===== src/rtl/pll_tick_gen_if.sv =====
// Control and output bundle for pll_tick_gen; master drives lock/divider control, slave returns ticks.
// Combinational wiring only: no latency, no backpressure.
`timescale 1ns/1ps
interface pll_tick_gen_if #(
  parameter int NUM_CH = 3,
  parameter int CNT_W  = 16
);
  localparam int SEL_W = (NUM_CH > 1) ? $clog2(NUM_CH) : 1;

  logic              i_pll_locked;
  logic              i_div_wr;
  logic [SEL_W-1:0]  i_div_sel;
  logic [CNT_W-1:0]  i_div_val;
  logic              i_sync;
  logic [NUM_CH-1:0] o_tick;
  logic [NUM_CH-1:0] o_div_out;
  logic              o_rst_out;
  logic              o_ready;

  modport master (
    output i_pll_locked, i_div_wr, i_div_sel, i_div_val, i_sync,
    input  o_tick, o_div_out, o_rst_out, o_ready
  );

  modport slave (
    input  i_pll_locked, i_div_wr, i_div_sel, i_div_val, i_sync,
    output o_tick, o_div_out, o_rst_out, o_ready
  );
endinterface


===== src/rtl/pll_tick_gen.sv =====
// Lock-qualified reset sequencer plus NUM_CH clock-enable dividers on the PLL output clock.
// All outputs registered (1 cycle); no backpressure, writes and sync are always accepted.
`timescale 1ns/1ps
module pll_tick_gen #(
  parameter int                        NUM_CH    = 3,
  parameter int                        CNT_W     = 16,
  parameter logic [NUM_CH*CNT_W-1:0]   DIV_INIT  = {16'd0, 16'd2, 16'd4800},
  parameter int                        LOCK_FILT = 8,
  parameter int                        RST_HOLD  = 16
) (
  input  logic          i_clk,
  input  logic          i_rst,
  pll_tick_gen_if.slave bus
);
  localparam int SEL_W  = (NUM_CH > 1) ? $clog2(NUM_CH) : 1;
  localparam int FILT_W = $clog2(LOCK_FILT + 1);
  localparam int HOLD_W = $clog2(RST_HOLD + 1);

  typedef enum logic [1:0] {S_WAIT, S_STABLE, S_HOLD, S_RUN} state_t;

  state_t              r_state, w_state_nxt;
  logic                r_lk_meta, r_lk;
  logic [FILT_W-1:0]   r_filt, w_filt_nxt;
  logic [HOLD_W-1:0]   r_hold, w_hold_nxt;
  logic                r_rst_out, r_ready;
  logic                w_run;
  logic [NUM_CH-1:0]   w_tick, w_dout;

  always_ff @(posedge i_clk or posedge i_rst) begin
    if (i_rst) begin
      r_lk_meta <= 1'b0;
      r_lk      <= 1'b0;
    end else begin
      r_lk_meta <= bus.i_pll_locked;
      r_lk      <= r_lk_meta;
    end
  end

  always_ff @(posedge i_clk or posedge i_rst) begin
    if (i_rst) begin
      r_state   <= S_WAIT;
      r_filt    <= '0;
      r_hold    <= '0;
      r_rst_out <= 1'b1;
      r_ready   <= 1'b0;
    end else begin
      r_state   <= w_state_nxt;
      r_filt    <= w_filt_nxt;
      r_hold    <= w_hold_nxt;
      r_rst_out <= (w_state_nxt != S_RUN);
      r_ready   <= (w_state_nxt == S_RUN);
    end
  end

  // The WAIT cycle that first sees lk counts as filter sample 0, so STABLE needs LOCK_FILT-1 more (LOCK_FILT >= 2).
  always_comb begin
    w_state_nxt = r_state;
    w_filt_nxt  = r_filt;
    w_hold_nxt  = r_hold;
    case (r_state)
      S_WAIT: begin
        if (r_lk) begin
          w_state_nxt = S_STABLE;
          w_filt_nxt  = '0;
        end
      end
      S_STABLE: begin
        if (!r_lk) begin
          w_state_nxt = S_WAIT;
        end else if (r_filt == FILT_W'(LOCK_FILT - 2)) begin
          w_state_nxt = S_HOLD;
          w_hold_nxt  = '0;
        end else begin
          w_filt_nxt = r_filt + FILT_W'(1);
        end
      end
      S_HOLD: begin
        if (!r_lk) begin
          w_state_nxt = S_WAIT;
        end else if (r_hold == HOLD_W'(RST_HOLD - 1)) begin
          w_state_nxt = S_RUN;
        end else begin
          w_hold_nxt = r_hold + HOLD_W'(1);
        end
      end
      S_RUN: begin
        if (!r_lk) begin
          w_state_nxt = S_WAIT;
        end
      end
      default: w_state_nxt = S_WAIT;
    endcase
  end

  assign w_run = (r_state == S_RUN);

  for (genvar c = 0; c < NUM_CH; c++) begin : g_ch
    logic [CNT_W-1:0] r_cnt, r_act, r_shd;
    logic             r_tick, r_dout;
    logic [CNT_W-1:0] w_shd_nxt;
    logic             w_wr_hit, w_term;

    // Out-of-range selects never match any channel index, so they are dropped here.
    assign w_wr_hit  = bus.i_div_wr && (bus.i_div_sel == SEL_W'(c));
    assign w_shd_nxt = w_wr_hit ? bus.i_div_val : r_shd;
    assign w_term    = (r_cnt == r_act - CNT_W'(1));

    always_ff @(posedge i_clk or posedge i_rst) begin
      if (i_rst) begin
        r_cnt  <= '0;
        r_act  <= DIV_INIT[c*CNT_W +: CNT_W];
        r_shd  <= DIV_INIT[c*CNT_W +: CNT_W];
        r_tick <= 1'b0;
        r_dout <= 1'b0;
      end else begin
        r_shd <= w_shd_nxt;
        if (!w_run || bus.i_sync || (r_act == '0)) begin
          r_cnt  <= '0;
          r_act  <= w_shd_nxt;
          r_tick <= 1'b0;
          r_dout <= 1'b0;
        end else begin
          r_tick <= w_term;
          r_dout <= (r_cnt < (r_act >> 1));
          if (w_term) begin
            r_cnt <= '0;
            r_act <= r_shd;
          end else begin
            r_cnt <= r_cnt + CNT_W'(1);
          end
        end
      end
    end

    assign w_tick[c] = r_tick;
    assign w_dout[c] = r_dout;
  end

  assign bus.o_tick    = w_tick;
  assign bus.o_div_out = w_dout;
  assign bus.o_rst_out = r_rst_out;
  assign bus.o_ready   = r_ready;
endmodule


===== src/flat_wrapper.sv =====
// flat-port wrapper written by rule: the top's interface ports become plain ports
module pll_tick_gen_flat 
#(
  parameter int                        NUM_CH    = 3,
  parameter int                        CNT_W     = 16,
  parameter logic [NUM_CH*CNT_W-1:0]   DIV_INIT  = {16'd0, 16'd2, 16'd4800},
  parameter int                        LOCK_FILT = 8,
  parameter int                        RST_HOLD  = 16
)
  (i_clk, i_rst, bus_i_pll_locked, bus_i_div_wr, bus_i_div_sel, bus_i_div_val, bus_i_sync, bus_o_tick, bus_o_div_out, bus_o_rst_out, bus_o_ready);
  pll_tick_gen_if #(.NUM_CH(NUM_CH), .CNT_W(CNT_W)) bus_i ();
  input  logic i_clk;
  input  logic i_rst;
  input wire logic [$bits(bus_i.i_pll_locked)-1:0] bus_i_pll_locked;
  input wire logic [$bits(bus_i.i_div_wr)-1:0] bus_i_div_wr;
  input wire logic [$bits(bus_i.i_div_sel)-1:0] bus_i_div_sel;
  input wire logic [$bits(bus_i.i_div_val)-1:0] bus_i_div_val;
  input wire logic [$bits(bus_i.i_sync)-1:0] bus_i_sync;
  output wire logic [$bits(bus_i.o_tick)-1:0] bus_o_tick;
  output wire logic [$bits(bus_i.o_div_out)-1:0] bus_o_div_out;
  output wire logic [$bits(bus_i.o_rst_out)-1:0] bus_o_rst_out;
  output wire logic [$bits(bus_i.o_ready)-1:0] bus_o_ready;
  assign bus_i.i_pll_locked = bus_i_pll_locked;
  assign bus_i.i_div_wr = bus_i_div_wr;
  assign bus_i.i_div_sel = bus_i_div_sel;
  assign bus_i.i_div_val = bus_i_div_val;
  assign bus_i.i_sync = bus_i_sync;
  assign bus_o_tick = bus_i.o_tick;
  assign bus_o_div_out = bus_i.o_div_out;
  assign bus_o_rst_out = bus_i.o_rst_out;
  assign bus_o_ready = bus_i.o_ready;
  pll_tick_gen #(.NUM_CH(NUM_CH), .CNT_W(CNT_W), .DIV_INIT(DIV_INIT), .LOCK_FILT(LOCK_FILT), .RST_HOLD(RST_HOLD)) u_core (.i_clk(i_clk), .i_rst(i_rst), .bus(bus_i));
endmodule

===== config.mk =====
export PLATFORM = sky130hd
export DESIGN_NAME = pll_tick_gen_flat
export DESIGN_NICKNAME = d
export VERILOG_FILES = /design/src/rtl/pll_tick_gen_if.sv /design/src/rtl/pll_tick_gen.sv /design/src/flat_wrapper.sv
export SDC_FILE = /design/constraint.sdc
export NUM_CORES = 1
export LEC_CHECK = 0
export ABC_AREA = 0
export CORE_UTILIZATION = 35
export DETAILED_ROUTE_END_ITERATION = 6
export PLACE_DENSITY_LB_ADDON = 0.1
export SYNTH_ARGS = -nofsm -noshare
export SYNTH_HDL_FRONTEND = slang
export SYNTH_SLANG_ARGS = --single-unit

===== constraint.sdc =====
create_clock -name i_clk -period 15.1 [get_ports i_clk]
set_clock_uncertainty 0.1 [all_clocks]
set_input_delay 4.53 -clock i_clk [delete_from_list [all_inputs] [get_ports i_clk]]
set_output_delay 4.53 -clock i_clk [all_outputs]
set_load 0.1 [all_outputs]

==> results of run 1 <==
## per-layer routing
layer,up-vias,part of all wire,GRT usage
li1,3791,-,-
met1,3650,0.51,0.236
met2,71,0.46,0.271
met3,10,0.022,0.0303
met4,0,0.0079,0.0387
met5,-,0,0
## power by group
part           switching [mW]  total [mW]  internal (mW)
Sequential             0.0627       0.561          0.498
Clock                   0.202       0.451          0.249
Combinational           0.144       0.261          0.117
## stage by stage
stage	setup WS, ns	hold slack (ns)	area (sq um)	util
3_3_place_gp	8.14	0.237	10700	0.376
5_1_grt	8.36	0.267	11300	0.396
3_5_place_dp	8.11	0.249	10700	0.376
4_1_cts	8.37	0.264	11300	0.396
2_1_floorplan	6.03	0.231	10200	-
6_report	8.40	0.258	11300	0.396
## worst max-delay path by stage
stage | from | to | slack [ns] | cells after the start
CTS | u_core.bus.o_rst_out | bus_o_rst_out | 8.37 | 1
detailed placement | bus_i_sync | u_core.g_ch[1].r_cnt[10] | 8.11 | 5
floorplan | i_rst | u_core.bus.o_ready | 6.03 | 1
global placement | bus_i_sync | u_core.g_ch[1].r_cnt[13] | 8.14 | 5
global route | u_core.bus.o_rst_out | bus_o_rst_out | 8.36 | 1
finish | u_core.bus.o_rst_out | bus_o_rst_out | 8.40 | 1
## Yosys cell counts (4+ instances only)
master	count
a211oi_1	11
nand3b_1	6
ha_1	58
nand2b_1	19
mux2_2	32
o21ai_0	35
dfstp_2	11
or4_1	19
nand2_1	56
a21o_1	18
a21oi_1	44
nor4_2	4
xnor2_1	65
and3_1	13
dfrtp_1	154
nor2_1	126
clkbuf_1	34
or3_1	4
nor3_1	22
nor4_1	16
o31ai_1	20
and2_1	4
nor2b_1	12
nand3_1	27
buf_4	9
inv_1	84
a22o_1	4
nand4_1	20
buf_2	9
o41ai_1	12
xor2_1	42
a31oi_1	19
mux2i_1	20
## flip-flops by register name (all words and copies together), names as in the netlist
name / flops
u_core.g_ch.r_dout: 3
u_core.g_ch.r_act: 48
u_core.r_hold: 5
u_core.g_ch.r_tick: 3
u_core.bus.o_ready: 1
u_core.r_lk: 1
u_core.r_lk_meta: 1
u_core.r_state: 2
u_core.r_filt: 4
u_core.bus.o_rst_out: 1
u_core.g_ch.r_shd: 48
u_core.g_ch.r_cnt: 48
## final cells by class
cell class                      instances  area (sq um)
Clock buffer                           18           429
Clock inverter                         14           165
Fill cell                            2848         17300
Inverter                               84           320
Multi-Input combinational cell        778          5450
Sequential cell                       165          4140
Tap cell                              384           480
Timing Repair Buffer                   37           353
## cell families after synthesis
group / Yosys count / share of synthesized area
AOI/OAI and AO/OA: 188 / 0.123
and+or+nand+nor: 373 / 0.191
muxes: 52 / 0.0551
DFF: 165 / 0.407
adders and majority gates: 58 / 0.0713
xor gates and xnor gates: 107 / 0.0921
buffers and inverters: 141 / 0.0596
==> metrics.md, run 1 <==
| Metric | Value |
|---|---|
| Worst path top cell family by delay | `buffers and inverters` |
| Total power | `around 1.3 mW` |
| Vias/cell | `roughly 5` |
| H-tree depth | `4` |
| Iter 0 DRT Violations | `470` |
| Mean Syn Cell Area | `~9.4 sq um` |
| Seq/Total Area, Yosys | `0.407` |
| HPWL after DPL | `16500 um` |
| # setup viols final | `0` |
| Share of the synthesized area in the top cell type | `0.379` |
| Worst Hold End | `u_core.r_lk` |
| Post-synth top area cell | `dfrtp_1` |
| DRC | `0` |
| Gp weighted congestion | `approximately 0.79` |
| Slowest-stage cell, CP | `clkdlybuf4s50_1` |
| Largest stage delay, worst path | `1.12 ns` |
| Total CTS buffers | `17` |
| Unrepaired setup endpoints after global routing | `false` |
| PwrDens | `112 mW/mm^2` |
| Final period util | `0.443` |
| Clock latency on the worst-skew pair | `approximately 0.44 ns` |
| Post-DR wirelength/cell | `~16 um` |
| CTS Sinks | `between 150 and 200` |
| IO buf count | `30` |
| Synthesis-stage register bit count | `165` |
| Minimum clock period | `around 6.7 ns` |
| Arrival @ worst endpoint | `approximately 2.1 ns` |
| Worst reg2reg path endpoint | `u_core.g_ch[1].r_cnt[10]` |
| Vias in the first global route | `7537` |
| Status | `finished clean` |
| Buffers & Inverters on Critical Path | `1` |
| Setup Buffers After CTS | `0` |
| Cts repair resizes | `0` |
| Commonest non-fill, non-tap cell in the layout | `dfrtp_1` |
| Total of max-cap violations | `0` |
| Fin cells | `1480` |
| Hold Buf Count CTS | `0` |
| Worst hold stages | `0` |
| Post-synthesis cell count | `1084` |
| Worst Hold Class | `flip-flop to flip-flop` |
| Slew @ Worst Pin | `roughly 1.0 ns` |
| # nets final | `around 1.2k` |
| CP max FO | `1` |
| Max_slew headroom | `0.304` |
| Largest net degree at the start of global routing | `between 100 and 150` |
| Global route overflow | `0` |
| Ys async rst share | `1.00` |
| Synthesized net count | `approximately 1.2k` |
| TNS Setup | `0 ns` |
| First-pass GRT wire length | `40500 um` |
| Max Transition Viols Final | `0` |
| Core Area | `0.0286 sq mm` |
| Clk Tree Root Cell | `clkbuf_16` |
| Layout cells sized above 1 | `0.0949` |
| Worst R2R Path Depth | `9` |
| EDFF count, synth | `0` |
| I/O pin cnt | `31` |
| Total wire length | `~24000 um` |
| Hold path startpoint | `u_core.r_lk_meta` |
| Pre-antenna DRT Iters | `4` |
| Peak Freq | `approximately 150 MHz` |
| Clock Tree Buf Depth | `2` |
| Die Footprint | `0.0298 sq mm` |
| Die extent in x | `~170 um` |
| Post-Place Cells | `1448` |
| Worst r2r src | `u_core.g_ch[1].r_act[0]` |
| Initial Util | `0.355` |
| Max IR drop VDD | `~0.071 mV` |
| Antenna violations before repair | `1` |
| Crit end category | `output port` |
| Antenna cells | `0` |
| Primary FF master, synth | `dfrtp_1` |
| Clock Pin Slew Worst Setup and Hold Paths | `roughly 0.070 ns` |
| Total track usage | `0.169` |
| Final Hold Fails | `0` |
| CTS tree | `built` |
| Critical path class | `flip-flop to output port` |
| Netlist cell types | `70` |
| Req. time, crit path | `10.47 ns` |
| Row count | `just over 60` |
| Area Overhead vs Synth | `11.5%` |
| Synth area leaders | `dfrtp_1 (38%), ha_1 (7.1%), xnor2_1 (5.6%), nor2_1 (4.6%), xor2_1 (3.6%)` |
| Die Ht | `173 um` |
| Via count | `7522` |
| Most frequent cells in the layout | `dfrtp_1 (154), nor2_1 (126), inv_1 (83)` |
| Synth Cell Area | `between 0.01 and 0.015 sq mm` |
| CP Cell Sequence | `clkdlybuf4s50_1` |
| Static leakage | `roughly 4.8 nW` |
| Post-route ant nets | `0` |
| YS warnings | `0` |
| Flop2flop setup slack | `11.28 ns` |
| Startpoint types | `flip-flop` |
(Power assumes the default switching activity.)
==> inputs of run 2 (changes only) <==
clock period = 5.87 ns   (was 15.1 ns; I/O delays follow)
==> metrics.md, run 2 (synthesized netlist as in run 1, its figures left out) <==
| Metric | Value |
|---|---|
| Total track usage | `0.168` |
| Global route overflow | `0` |
| Clock Pin Slew Worst Setup and Hold Paths | `around 0.07 ns` |
| Crit end category | `output port` |
| Cts repair resizes | `0` |
| Initial Util | `0.355` |
| Setup Buffers After CTS | `0` |
| Peak Freq | `254 MHz` |
| Core Area | `~0.029 sq mm` |
| Die extent in x | `about 170 um` |
| I/O pin cnt | `31` |
| First-pass GRT wire length | `between 40000 and 50000 um` |
| Slew @ Worst Pin | `1.01 ns` |
| Die Ht | `between 150 and 200 um` |
| Total CTS buffers | `17` |
| FILL cells | `roughly 2.8k` |
| Worst r2r src | `u_core.g_ch[1].r_act[0]` |
| Iter 0 DRT Violations | `around 340` |
| Fin cells | `1483` |
| CP Capture Point | `bus_o_rst_out` |
| Via count | `between 7k and 8k` |
| Area Overhead vs Synth | `11.9%` |
| Critical path depth | `1` |
| Final Hold Fails | `0` |
| CTS tree | `built` |
| Gp weighted congestion | `roughly 0.8` |
| Hold Buf Count CTS | `0` |
| Arrival @ worst endpoint | `roughly 2.1 ns` |
| Max Transition Viols Final | `0` |
| M1 GR Usage | `0.239` |
| Critical path class | `flip-flop to output port` |
| Post-route ant nets | `0` |
| Vias in the first global route | `about 7.4k` |
| HPWL after DPL | `16700 um` |
| Pre-antenna DRT Iters | `4` |
| Worst reg2reg path endpoint | `u_core.g_ch[1].r_cnt[12]` |
| GRT Max-Usage Layer | `met2` |
| Total of max-cap violations | `0` |
| PwrDens | `290 mW/mm^2` |
| # setup viols final | `0` |
| Worst Hold Class | `flip-flop to flip-flop` |
| Worst path top cell family by delay | `buffers and inverters` |
| Post-Place Cells | `1450` |
| Buffers & Inverters on Critical Path | `1` |
| Met3 Use GR | `0.0321` |
| CTS Sinks | `between 150 and 200` |
| Die Footprint | `slightly below 0.03 sq mm` |
| H-tree depth | `4` |
| Largest net degree at the start of global routing | `83` |
| Commonest non-fill, non-tap cell in the layout | `dfrtp_1` |
| Total wire length | `23800 um` |
| Vias/cell | `5.06` |
| Largest registers | `u_core.g_ch.r_act (48), u_core.g_ch.r_cnt (48), u_core.g_ch.r_shd (48)` |
| Met2 Track Usage GR | `0.260` |
| Layout cells sized above 1 | `0.0974` |
| Post-DR wirelength/cell | `16.0 um` |
| Unrepaired setup endpoints after global routing | `false` |
| Static leakage | `~4.8 nW` |
| Largest stage delay, worst path | `1.12 ns` |
| Max_slew headroom | `0.325` |
| Flop2flop setup slack | `a little over 2 ns` |
| Clock Tree Buf Depth | `2` |
| Design area | `around 0.011 sq mm` |
| Status | `finished clean` |
| Placed inst area | `roughly 0.011 sq mm` |
| Clock latency on the worst-skew pair | `between 0.4 and 0.5 ns` |
| Most frequent cells in the layout | `dfrtp_1 (154), nor2_1 (126), inv_1 (83)` |
| Slowest-stage cell, CP | `clkdlybuf4s50_1` |
| Minimum clock period | `3.94 ns` |
| Startpoint types | `flip-flop` |
| CP max FO | `1` |
| # nets final | `approximately 1.2k` |
| Row count | `between 60 and 70` |
| DRC | `0` |
| CP startpoint | `u_core.bus.o_rst_out` |
| Clk Tree Root Cell | `clkbuf_16` |
| IO buf count | `30` |
| TNS Setup | `0 ns` |
| Worst R2R Path Depth | `9` |
| Final period util | `0.671` |
| Antenna violations before repair | `2` |
| CP Cell Sequence | `clkdlybuf4s50_1` |
| Req. time, crit path | `~4.0 ns` |
| Max IR drop VDD | `approximately 0.17 mV` |
[run 2: power breakdown]
group | internal (mW) | switching, mW
registers | 1.28 | 0.159
logic | 0.302 | 0.368
clock network | 0.648 | 0.541
total | 2.23 | 1.07
[run 2: cell type report]
type	instances	area, sq um	area share
antenna	1	2.50	0.000220
clock buffer	17	425	0.0374
clock inverter	15	183	0.0160
inverter	84	319	0.0280
multi-input combinational	778	5450	0.479
sequential	165	4140	0.364
tap	384	480	0.0422
timing repair buffer	39	380	0.0334
[run 2: worst min-delay path by stage]
stage | start | to | depth (start not counted)
6_report | u_core.r_lk_meta | u_core.r_lk | 0
5_1_grt | u_core.r_lk_meta | u_core.r_lk | 0
4_1_cts | u_core.r_lk_meta | u_core.r_lk | 0
3_5_place_dp | u_core.r_lk_meta | u_core.r_lk | 0
3_3_place_gp | u_core.r_lk_meta | u_core.r_lk | 0
2_1_floorplan | u_core.r_lk_meta | u_core.r_lk | 0
[run 2: per-layer routing]
| metal | vias to the layer above | wire, um |
|---|---|---|
| li1 | 3811 | - |
| met1 | 3607 | 12100 |
| met2 | 76 | 10800 |
| met3 | 16 | 697 |
| met4 | 0 | 209 |
| met5 | - | 0 |
[run 2: metrics by stage]
step                      utilization  power [mW]  setup slack, ns  hold slack (ns)
after global routing            0.398        3.51             1.72            0.275
after CTS                       0.398        3.35             1.90            0.264
after global placement          0.376        2.13             1.68            0.236
final                           0.398        3.30             1.93            0.260
after detailed placement        0.376        2.14             1.67            0.248
after floorplan                     -        1.95             1.92            0.231
